--- config.mk ---
export PLATFORM = sky130hd
export DESIGN_NAME = sc_ir_sequencer
export DESIGN_NICKNAME = d
export VERILOG_FILES = /design/src/rtl/sc_ir_sequencer_pkg.sv /design/src/rtl/sc_ir_opdecode.sv /design/src/rtl/sc_ir_sequencer.sv
export SDC_FILE = /design/constraint.sdc
export NUM_CORES = 1
export LEC_CHECK = 0
export CAP_MARGIN = 0
export CORE_UTILIZATION = 51
export DETAILED_ROUTE_END_ITERATION = 8
export GPL_TIMING_DRIVEN = 0
export PLACE_DENSITY = 0.89
export RECOVER_POWER = 25
export SYNTH_ARGS = -nofsm -noshare
export SYNTH_HDL_FRONTEND = slang
export SYNTH_HIERARCHICAL = 1
export SYNTH_SLANG_ARGS = --single-unit
--- constraint.sdc ---
create_clock -name SC_IRSEQ_CLOCK_50 -period 6.9 [get_ports SC_IRSEQ_CLOCK_50]
set_input_delay 1.38 -clock SC_IRSEQ_CLOCK_50 [delete_from_list [all_inputs] [get_ports SC_IRSEQ_CLOCK_50]]
set_output_delay 1.38 -clock SC_IRSEQ_CLOCK_50 [all_outputs]
set_load 0.01 [all_outputs]
--- src/rtl/sc_ir_sequencer_pkg.sv ---
// sc_ir_sequencer_pkg: state, opcode-class and mux-select encodings for the ARC IR sequencer
package sc_ir_sequencer_pkg;
  typedef enum logic [2:0] {
    ST_IDLE   = 3'd0,
    ST_FETCH  = 3'd1,
    ST_DECODE = 3'd2,
    ST_EXEC   = 3'd3,
    ST_MEM    = 3'd4,
    ST_WB     = 3'd5,
    ST_HALT   = 3'd6
  } state_t;
  typedef enum logic [2:0] {
    CLS_CALL, CLS_BRANCH, CLS_SETHI, CLS_ARITH, CLS_JMPL, CLS_LD, CLS_ST, CLS_ILL
  } cls_t;
  localparam logic [1:0] OP_BR   = 2'b00;
  localparam logic [1:0] OP_CALL = 2'b01;
  localparam logic [1:0] OP_ALU  = 2'b10;
  localparam logic [1:0] OP_MEM  = 2'b11;
  localparam logic [2:0] OP2_BRANCH = 3'b010;
  localparam logic [2:0] OP2_SETHI  = 3'b100;
  localparam logic [5:0] OP3_ADD   = 6'b000000;
  localparam logic [5:0] OP3_ADDCC = 6'b010000;
  localparam logic [5:0] OP3_ANDCC = 6'b010001;
  localparam logic [5:0] OP3_ORCC  = 6'b010010;
  localparam logic [5:0] OP3_ORNCC = 6'b010110;
  localparam logic [5:0] OP3_SRL   = 6'b100110;
  localparam logic [5:0] OP3_JMPL  = 6'b111000;
  localparam logic [5:0] OP3_LD    = 6'b000000;
  localparam logic [5:0] OP3_ST    = 6'b000100;
  localparam logic [1:0] PCSEL_PC4  = 2'b00;
  localparam logic [1:0] PCSEL_BR   = 2'b01;
  localparam logic [1:0] PCSEL_CALL = 2'b10;
  localparam logic [1:0] PCSEL_ALU  = 2'b11;
  localparam logic [1:0] WBSEL_ALU = 2'b00;
  localparam logic [1:0] WBSEL_MEM = 2'b01;
  localparam logic [1:0] WBSEL_PC  = 2'b10;
endpackage

--- src/rtl/sc_ir_opdecode.sv ---
// sc_ir_opdecode: combinational instruction-class decode of {op, IR[24:19]}
module sc_ir_opdecode
  import sc_ir_sequencer_pkg::*;
(
  input  logic [7:0] op_bus,
  output cls_t       cls
);
  logic [1:0] op;
  logic [2:0] op2;
  logic [5:0] op3;
  logic       is_alu;
  assign op  = op_bus[7:6];
  assign op2 = op_bus[5:3];
  assign op3 = op_bus[5:0];
  assign is_alu = op3 inside {OP3_ADD, OP3_ADDCC, OP3_ANDCC, OP3_ORCC, OP3_ORNCC, OP3_SRL};
  always_comb begin
    cls = CLS_ILL;
    case (op)
      OP_CALL: cls = CLS_CALL;
      OP_BR:   cls = op2 == OP2_BRANCH ? CLS_BRANCH : op2 == OP2_SETHI ? CLS_SETHI : CLS_ILL;
      OP_ALU:  cls = op3 == OP3_JMPL ? CLS_JMPL : is_alu ? CLS_ARITH : CLS_ILL;
      OP_MEM:  cls = op3 == OP3_LD ? CLS_LD : op3 == OP3_ST ? CLS_ST : CLS_ILL;
      default: cls = CLS_ILL;
    endcase
  end
endmodule

--- src/rtl/sc_ir_sequencer.sv ---
// sc_ir_sequencer: ARC fetch/decode/exec/mem/wb control FSM; SC_IRSEQ_TRAP_EN halts on illegal opcodes
module sc_ir_sequencer
  import sc_ir_sequencer_pkg::*;
#(
  parameter int COUNTWIDTH = 16
) (
  input  logic                  SC_IRSEQ_CLOCK_50,
  input  logic                  SC_IRSEQ_RESET_InLow,
  input  logic                  SC_IRSEQ_Start_In,
  input  logic [7:0]            SC_IRSEQ_OP_In,
  input  logic                  SC_IRSEQ_IR13_In,
  input  logic                  SC_IRSEQ_CondTrue_In,
  input  logic                  SC_IRSEQ_MemAck_In,
  output logic                  SC_IRSEQ_MemRead_Out,
  output logic                  SC_IRSEQ_MemWrite_Out,
  output logic                  SC_IRSEQ_IRWrite_OutLow,
  output logic                  SC_IRSEQ_PCWrite_OutLow,
  output logic [1:0]            SC_IRSEQ_PCSel_Out,
  output logic                  SC_IRSEQ_RegWrite_OutLow,
  output logic [1:0]            SC_IRSEQ_WBSel_Out,
  output logic                  SC_IRSEQ_ALUSrcImm_Out,
  output logic [2:0]            SC_IRSEQ_State_Out,
  output logic                  SC_IRSEQ_Error_Out,
  output logic [COUNTWIDTH-1:0] SC_IRSEQ_InstrCount_Out
);
  state_t                state, state_nx;
  cls_t                  cls_dec, cls;
  logic                  retire;
  logic [COUNTWIDTH-1:0] count;
  sc_ir_opdecode u_dec (
    .op_bus(SC_IRSEQ_OP_In),
    .cls   (cls_dec)
  );
  // class is latched on leaving DECODE so later strobes never see a changing IR
  always_ff @(posedge SC_IRSEQ_CLOCK_50 or negedge SC_IRSEQ_RESET_InLow)
    if (!SC_IRSEQ_RESET_InLow) begin
      state <= ST_IDLE;
      cls   <= CLS_ILL;
      count <= '0;
    end else begin
      state <= state_nx;
      if (state == ST_DECODE) cls <= cls_dec;
      if (retire) count <= count + COUNTWIDTH'(1);
    end
  always_comb begin
    state_nx                 = state;
    retire                   = 1'b0;
    SC_IRSEQ_MemRead_Out     = 1'b0;
    SC_IRSEQ_MemWrite_Out    = 1'b0;
    SC_IRSEQ_IRWrite_OutLow  = 1'b1;
    SC_IRSEQ_PCWrite_OutLow  = 1'b1;
    SC_IRSEQ_PCSel_Out       = PCSEL_PC4;
    SC_IRSEQ_RegWrite_OutLow = 1'b1;
    SC_IRSEQ_WBSel_Out       = WBSEL_ALU;
    SC_IRSEQ_ALUSrcImm_Out   = 1'b0;
    case (state)
      ST_IDLE: state_nx = SC_IRSEQ_Start_In ? ST_FETCH : ST_IDLE;
      ST_FETCH: begin
        SC_IRSEQ_MemRead_Out    = 1'b1;
        SC_IRSEQ_IRWrite_OutLow = !SC_IRSEQ_MemAck_In;
        state_nx                = SC_IRSEQ_MemAck_In ? ST_DECODE : ST_FETCH;
      end
      ST_DECODE: begin
        if (cls_dec == CLS_CALL) state_nx = ST_WB;
        else if (cls_dec == CLS_ILL)
`ifdef SC_IRSEQ_TRAP_EN
          state_nx = ST_HALT;
`else
          retire = 1'b1;
`endif
        else state_nx = ST_EXEC;
      end
      // EXEC also forms the ld/st effective address before the memory cycle
      ST_EXEC: begin
        SC_IRSEQ_ALUSrcImm_Out = cls == CLS_ARITH && SC_IRSEQ_IR13_In;
        if (cls == CLS_BRANCH) begin
          retire             = 1'b1;
          SC_IRSEQ_PCSel_Out = SC_IRSEQ_CondTrue_In ? PCSEL_BR : PCSEL_PC4;
        end else state_nx = cls inside {CLS_LD, CLS_ST} ? ST_MEM : ST_WB;
      end
      ST_MEM: begin
        SC_IRSEQ_MemRead_Out  = cls == CLS_LD;
        SC_IRSEQ_MemWrite_Out = cls == CLS_ST;
        if (SC_IRSEQ_MemAck_In) begin
          if (cls == CLS_LD) state_nx = ST_WB;
          else retire = 1'b1;
        end
      end
      ST_WB: begin
        retire                   = 1'b1;
        SC_IRSEQ_RegWrite_OutLow = 1'b0;
        SC_IRSEQ_WBSel_Out       = cls == CLS_LD ? WBSEL_MEM : cls inside {CLS_CALL, CLS_JMPL} ? WBSEL_PC : WBSEL_ALU;
        SC_IRSEQ_PCSel_Out       = cls == CLS_CALL ? PCSEL_CALL : cls == CLS_JMPL ? PCSEL_ALU : PCSEL_PC4;
      end
      default: state_nx = state;
    endcase
    if (retire) begin
      SC_IRSEQ_PCWrite_OutLow = 1'b0;
      state_nx                = SC_IRSEQ_Start_In ? ST_FETCH : ST_IDLE;
    end
  end
  assign SC_IRSEQ_State_Out      = state;
  assign SC_IRSEQ_InstrCount_Out = count;
`ifdef SC_IRSEQ_TRAP_EN
  assign SC_IRSEQ_Error_Out = state == ST_HALT;
`else
  assign SC_IRSEQ_Error_Out = 1'b0;
`endif
endmodule

# Yosys cells after proc, flatten, opt, wreduce, memory -nomap -nowiden
# Index checks and enable logic that the tools add are counted.
[classes]
n_addsub = 1
n_reduce_logical = 12
n_mux = 37
n_eq_ne = 27
[op_table]
columns = ["operator", "count"]
rows = [
  ["3-bit two-way mux", 11],
  ["6-bit by 5-bit equality test with 1-bit output, second input constant", 4],
  ["3-bit equality test, second input constant", 7],
  ["16-bit by 1-bit adder with 16-bit output, second input constant", 1],
  ["1-bit two-way mux", 15],
  ["3-bit case mux with 5 select lines", 1],
  ["3-bit by 2-bit equality test with 1-bit output, second input constant", 4],
  ["6-bit equality test, second input constant", 2],
  ["2-bit two-way mux", 6],
  ["3-bit case mux with 4 select lines", 1],
  ["6-bit nonzero test", 2],
  ["3-bit zero test", 3],
  ["3-bit inequality test, second input constant", 3],
  ["3-bit by 1-bit equality test with 1-bit output, second input constant", 2],
  ["6-bit by 3-bit equality test with 1-bit output, second input constant", 1],
  ["6-bit zero test", 1],
  ["5-bit AND reduction", 1],
  ["2-bit equality test, second input constant", 2],
  ["4-bit inequality test, second input constant", 1],
  ["1-bit case mux with 4 select lines", 1],
  ["2-bit case mux with 2 select lines", 1],
  ["2-bit nonzero test", 2],
  ["2-bit by 1-bit equality test with 1-bit output, second input constant", 1],
  ["2-bit zero test", 1],
  ["other kinds (3)", 3],
]
[totals]
out_inout_bits = 30
register_bits = 22
elab_cells = 80
inputBits = 14

# Logic depth before layout (Yosys ltp)
[depth]
ltp_word = 11
mapped_depth = 12

# Hierarchy
# Netlist, hierarchy kept.
[by_module_without_submodules]
columns = ["mod", "area_each_um2", "n_inst", "cells_per_inst"]
rows = [
  ["sc_ir_sequencer", 1330.0, 1, 135],
  ["sc_ir_opdecode", 153.9, 1, 22],
]

# Worst setup path before layout
# OpenSTA, ideal clock, no wires.
[synth_path]
kind = "in2out"
start = "input port SC_IRSEQ_OP_In[3]"
end = "output port SC_IRSEQ_PCWrite_OutLow"
required_ns = 5.520
path_buffers = 2
arrival_time_ns = 2.834
setup_slack_ns = 2.686
cell_stages = 10
path_cell_list = "nor2_1 > nand3_1 > o31ai_1 > a221oi_1 > and3_1 > a22o_1 > o21a_1 > buf_6 > inv_4 > buf_6"
[synth_via]
word_cells_on_any_way = 24
[synth_lines]
columns = ["element", "line_no", "source"]
rows = [
  ["from (decl)", "sc_ir_sequencer.sv:10", "input logic [7:0] SC_IRSEQ_OP_In,"],
  ["6-bit by 3-bit equality test with 1-bit output or 3-bit equality test (tied branches)", "sc_ir_opdecode.sv:22, sc_ir_opdecode.sv:20", ""],
  ["1-bit two-way mux or 3-bit two-way mux (tied branches)", "sc_ir_opdecode.sv:22, sc_ir_opdecode.sv:20", ""],
  ["3-bit two-way mux (on tied branches)", "sc_ir_opdecode.sv:22, sc_ir_opdecode.sv:20", ""],
  ["3-bit case mux with 4 select lines (*)", "sc_ir_opdecode.sv:18", "case (op)"],
  ["net cls_dec[0]", "sc_ir_sequencer.sv:27", "cls_t cls_dec, cls;"],
  ["3-bit equality test", "sc_ir_sequencer.sv:65", "else if (cls_dec == CLS_ILL)"],
  ["1-bit two-way mux", "sc_ir_sequencer.sv:65", ""],
  ["1-bit two-way mux (*)", "sc_ir_sequencer.sv:64", "if (cls_dec == CLS_CALL) state_nx = ST_WB;"],
  ["1-bit case mux with 4 select lines (*)", "sc_ir_sequencer.sv:56", "case (state)"],
  ["1-bit two-way mux (*)", "sc_ir_sequencer.sv:97", "if (retire) begin"],
  ["to (decl)", "sc_ir_sequencer.sv:17", "output logic SC_IRSEQ_PCWrite_OutLow,"],
]
# Mark *: on every way through the listed nets, which the timed path passes. The rest lies on a longest branch.

# Worst setup path in the final report
[layout_path]
start = "input port SC_IRSEQ_OP_In[1]"
end = "output port SC_IRSEQ_PCWrite_OutLow"
[layout_via]
elab_chain_cells = 10
word_cells_on_any_way = 20
[layout_lines]
columns = ["element", "line_no", "source"]
rows = [
  ["6-bit by 5-bit equality test with 1-bit output, or another cell as far along", "sc_ir_opdecode.sv:15", "assign is_alu = op3 inside {OP3_ADD, OP3_ADDCC, OP3_ANDCC, OP3_ORCC, OP3_ORNCC, OP3_SRL};"],
  ["6-bit nonzero test", "sc_ir_opdecode.sv:15", ""],
  ["3-bit two-way mux", "sc_ir_opdecode.sv:21", "OP_ALU: cls = op3 == OP3_JMPL ? CLS_JMPL : is_alu ? CLS_ARITH : CLS_ILL;"],
  ["3-bit two-way mux (*)", "sc_ir_opdecode.sv:21", ""],
  ["3-bit case mux with 4 select lines (*)", "sc_ir_opdecode.sv:18", ""],
  ["net cls_dec[2]", "sc_ir_sequencer.sv:27", ""],
  ["3-bit equality test", "sc_ir_sequencer.sv:65", ""],
  ["1-bit two-way mux", "sc_ir_sequencer.sv:65", ""],
  ["1-bit two-way mux (*)", "sc_ir_sequencer.sv:64", ""],
  ["1-bit case mux with 4 select lines (*)", "sc_ir_sequencer.sv:56", ""],
  ["1-bit two-way mux (*)", "sc_ir_sequencer.sv:97", ""],
]
# Marks and branches as above.

==> results.json <==
{
  "die-area_um2": 3130,
  "hold_path.class": "flop to flop",
  "synthToLayoutAreaGrowth_pct": 32.7,
  "gp_congestion": 0.848,
  "grt_usage": 0.237,
  "tightest_slew_margin_relative_to_the_limit": 0.358,
  "initial_core_util": 0.538,
  "worst_setup_path_end_kind": "primary output",
  "final_report_setup_violation_count": 0,
  "worst_skew_pair.late_latency_ps": 310,
  "period_share": 0.808,
  "sequentialPowerShare": 0.362,
  "shortest_period_the_worst_path_allows_ps": 5580,
  "clkTransAtPathRegs_ps": 120,
  "first_pass_iters": 4,
  "setup.reg_to_reg.worst_slack_ps": 4790,
  "run_status": "finished clean",
  "grt_first_pass_wirelength_mm": 5.91,
  "synthCells": 157,
  "horizontal_die_dimension_um": 55.9,
  "diodes": 0,
  "clock_tree.root_cell": "sky130_fd_sc_hd__clkbuf_4",
  "synth_area_um2": 1480,
  "ys_async_sr_fraction": 1.00,
  "detail-route-antenna-nets": 0,
  "final_layout_size_suffix_gt1_frac": 0.123,
  "p_int_uw": 315,
  "critical_path_peak_fanout": 10,
  "grt_overflow_total": 0,
  "total_leakage_power_uw": 0.000804,
  "ys_ff_latch": 22,
  "port-buffer-count": 42,
  "power.switching_uw": 203,
  "synth_warnings": 6,
  "grt_setup_unrepaired": "no",
  "num-fill-cells": 209,
  "die-height_um": 55.9,
  "synth_cell_types": 52,
  "tritoncts.num_buffers": 3,
  "final.setup.tns_ps": 0,
  "avgRoutedWirePerCell_um": 14.7,
  "cts_hold_buffers": 0,
  "capturing_point_of_the_worst_reg2reg_path": "SC_IRSEQ_InstrCount_Out[3]",
  "end_of_flow_core_utilization": 0.714,
  "ctsLongestPathBuffers": 2,
  "post_cts_resize_count": 0,
  "hpwl_mm": 2.57,
  "synth_flop_cell": "sky130_fd_sc_hd__dfrtp_1",
  "design.portCount": 44,
  "finalWirelength_mm": 3.43,
  "placement_rows": 19,
  "worstMarginPinSlew_ps": 959,
  "cap_violations": 0,
  "power.density_cell_area_nw_per_um2": 263,
  "crit_path_start": "SC_IRSEQ_OP_In[1]",
  "fmax_ghz": 0.179,
  "power.switching_fraction": 0.392,
  "critPathCapture": "SC_IRSEQ_PCWrite_OutLow",
  "antenna_found_initial": 0,
  "cts_tree": "built",
  "worst_ep_required_time_ps": 5520,
  "drt-vias-per-instance": 5.89,
  "critical_path_type": "primary input to primary output",
  "cp_data_arrival_time_ps": 4200,
  "synth_edf_count": 0,
  "crit_path_start_kind": "primary input",
  "syn-mean-instance-area_um2": 9.45,
  "vdd.ir_drop.worst_mv": 0.233,
  "final-max-slew-violation-count": 0,
  "grt_pass1_vias": 1344,
  "p_comb_frac": 0.523,
  "timing_hold_violations_final": 0,
  "reg2reg_depth": 9,
  "clkPwrFrac": 0.115,
  "post_cts_buffers": 0,
  "postSynthNetCount": 173,
  "1st_iter_drt_viols": 25,
  "route.vias.total": 1379,
  "critical_path.reg2reg.startpoint": "cls[2]",
  "fin_nets": 220,
  "clock_tree.htree_level_count": 1,
  "fin_worst_skew_ps": 10.5,
  "core-area_um2": 2760,
  "grt_start_max_net_pins": 23,
  "drc_errors": 0,
  "clock_sink_count": 22,
  "seq_area_frac_synth": 0.374
}
-- how the worst min path moves through the flow --
stage,slack (ps),start,cells past startpoint,to
floorplan,500,SC_IRSEQ_InstrCount_Out[15],1,SC_IRSEQ_InstrCount_Out[15]
global placement,460,SC_IRSEQ_InstrCount_Out[15],1,SC_IRSEQ_InstrCount_Out[15]
detailed placement,460,SC_IRSEQ_InstrCount_Out[15],1,SC_IRSEQ_InstrCount_Out[15]
CTS,480,SC_IRSEQ_InstrCount_Out[15],1,SC_IRSEQ_InstrCount_Out[15]
global route,520,SC_IRSEQ_InstrCount_Out[15],1,SC_IRSEQ_InstrCount_Out[15]
finish,480,SC_IRSEQ_InstrCount_Out[15],1,SC_IRSEQ_InstrCount_Out[15]
-- synth_stat cells, types with 2 or more instances --
cell                        n  share of area
sky130_fd_sc_hd__o211ai_1   2          0.010
sky130_fd_sc_hd__buf_6      3          0.023
sky130_fd_sc_hd__dfstp_2    3          0.053
sky130_fd_sc_hd__nor4bb_1   2          0.013
sky130_fd_sc_hd__a31o_1     2          0.012
sky130_fd_sc_hd__a21oi_1    3          0.010
sky130_fd_sc_hd__nand4_1    6          0.025
sky130_fd_sc_hd__o21ai_0    3          0.010
sky130_fd_sc_hd__nand3_1    9          0.030
sky130_fd_sc_hd__buf_2      3          0.010
sky130_fd_sc_hd__clkbuf_1   2         0.0051
sky130_fd_sc_hd__xor2_1     9          0.053
sky130_fd_sc_hd__nand2_1   12          0.030
sky130_fd_sc_hd__and2_1     3          0.013
sky130_fd_sc_hd__mux2_2     2          0.015
sky130_fd_sc_hd__nor2b_1    2         0.0084
sky130_fd_sc_hd__nor3b_1    6          0.030
sky130_fd_sc_hd__nor3_2     3          0.020
sky130_fd_sc_hd__and4_1     3          0.018
sky130_fd_sc_hd__nor3_1     7          0.024
sky130_fd_sc_hd__ha_1       2          0.017
sky130_fd_sc_hd__and3_1     2         0.0084
sky130_fd_sc_hd__nor2_1    11          0.028
sky130_fd_sc_hd__dfrtp_1   19           0.32
sky130_fd_sc_hd__inv_1      3         0.0076
sky130_fd_sc_hd__xnor2_1    9          0.053
-- flip-flops by register name, indices dropped and copies added (netlist names) --
signal / flops
cls: 3
SC_IRSEQ_State_Out: 3
SC_IRSEQ_InstrCount_Out: 16
-- layer usage --
metal	track usage	routed length (µm)
met1	0.288	1380
met2	0.417	1800
met3	0.0535	192
met4	0.0767	59
met5	0	0
-- cell usage in the layout (no fill, tap or decap), types with 2 or more instances in the layout --
cell and instances:
sky130_fd_sc_hd__nand4_1 6, sky130_fd_sc_hd__and3_1 2, sky130_fd_sc_hd__nor2_1 11, sky130_fd_sc_hd__nand3_1 9, sky130_fd_sc_hd__o211ai_1 2, sky130_fd_sc_hd__nand2_1 12
sky130_fd_sc_hd__clkbuf_1 3, sky130_fd_sc_hd__nor4bb_1 2, sky130_fd_sc_hd__nor2b_1 2, sky130_fd_sc_hd__and4_1 3, sky130_fd_sc_hd__inv_1 3, sky130_fd_sc_hd__clkdlybuf4s50_1 41
sky130_fd_sc_hd__o21ai_0 3, sky130_fd_sc_hd__xnor2_1 9, sky130_fd_sc_hd__mux2_2 2, sky130_fd_sc_hd__dfstp_2 3, sky130_fd_sc_hd__clkbuf_4 3, sky130_fd_sc_hd__a31o_1 2
sky130_fd_sc_hd__a21oi_1 3, sky130_fd_sc_hd__xor2_1 9, sky130_fd_sc_hd__buf_6 3, sky130_fd_sc_hd__nor3_1 7, sky130_fd_sc_hd__and2_1 3, sky130_fd_sc_hd__nor3b_1 6
sky130_fd_sc_hd__dfrtp_1 19, sky130_fd_sc_hd__buf_2 3, sky130_fd_sc_hd__ha_1 2, sky130_fd_sc_hd__nor3_2 3
-- worst max-delay path, cell delays in order --
cell and delay [ps]:
sky130_fd_sc_hd__clkdlybuf4s50_1 530, sky130_fd_sc_hd__nor4bb_1 400, sky130_fd_sc_hd__nand4_1 160, sky130_fd_sc_hd__o211a_1 170, sky130_fd_sc_hd__and3_1 210, sky130_fd_sc_hd__a22o_1 230
sky130_fd_sc_hd__o21a_1 200, sky130_fd_sc_hd__buf_6 140, sky130_fd_sc_hd__inv_4 80, sky130_fd_sc_hd__buf_6 150, sky130_fd_sc_hd__clkdlybuf4s50_1 540
-- power by group through the flow --
stage	registers (µW)	clock network [µW]	logic, µW
4_1_cts	187	60.7	270
3_5_place_dp	189	0	268
2_1_floorplan	191	0	166
3_3_place_gp	188	0	260
6_report	188	59.7	271
5_1_grt	191	67.4	294
-- cells by family (layout without fill, tap and decap cells) --
group                    Yosys count  after routing  share of synthesized area
other                              1              1                    0.00253
multiplexers                       3              3                     0.0219
adder cells (fa/ha/maj)            2              2                     0.0169
buffers and inverters             14             60                     0.0573
AND/OR/NAND/NOR                   74             74                      0.307
XOR/XNOR                          18             18                      0.106
AO/OA/AOI/OAI                     23             23                      0.115
flip-flops                        22             22                      0.374
-- area by class of cell --
type / instances / area [µm²] / share of cell area
multi-input combinational: 121 / 845 / 0.429
buffer: 9 / 63.8 / 0.0324
tap: 31 / 38.8 / 0.0197
inverter: 5 / 21.3 / 0.0108
timing repair buffer: 42 / 420 / 0.213
sequential: 22 / 554 / 0.281
clock buffer: 4 / 26.3 / 0.0133
-- through the flow --
stage | hold slack [ps] | total power [µW] | setup WS [ps] | area, µm² | instances
5_1_grt | 516 | 553 | 1140 | 1970 | 234
4_1_cts | 482 | 518 | 1350 | 1970 | 234
2_1_floorplan | 504 | 358 | 2690 | 1480 | 157
3_3_place_gp | 456 | 448 | 1510 | 1940 | 230
3_5_place_dp | 463 | 457 | 1410 | 1940 | 230
6_report | 483 | 519 | 1320 | 1970 | 234
Note: power is estimated with default switching activity, not from simulation.
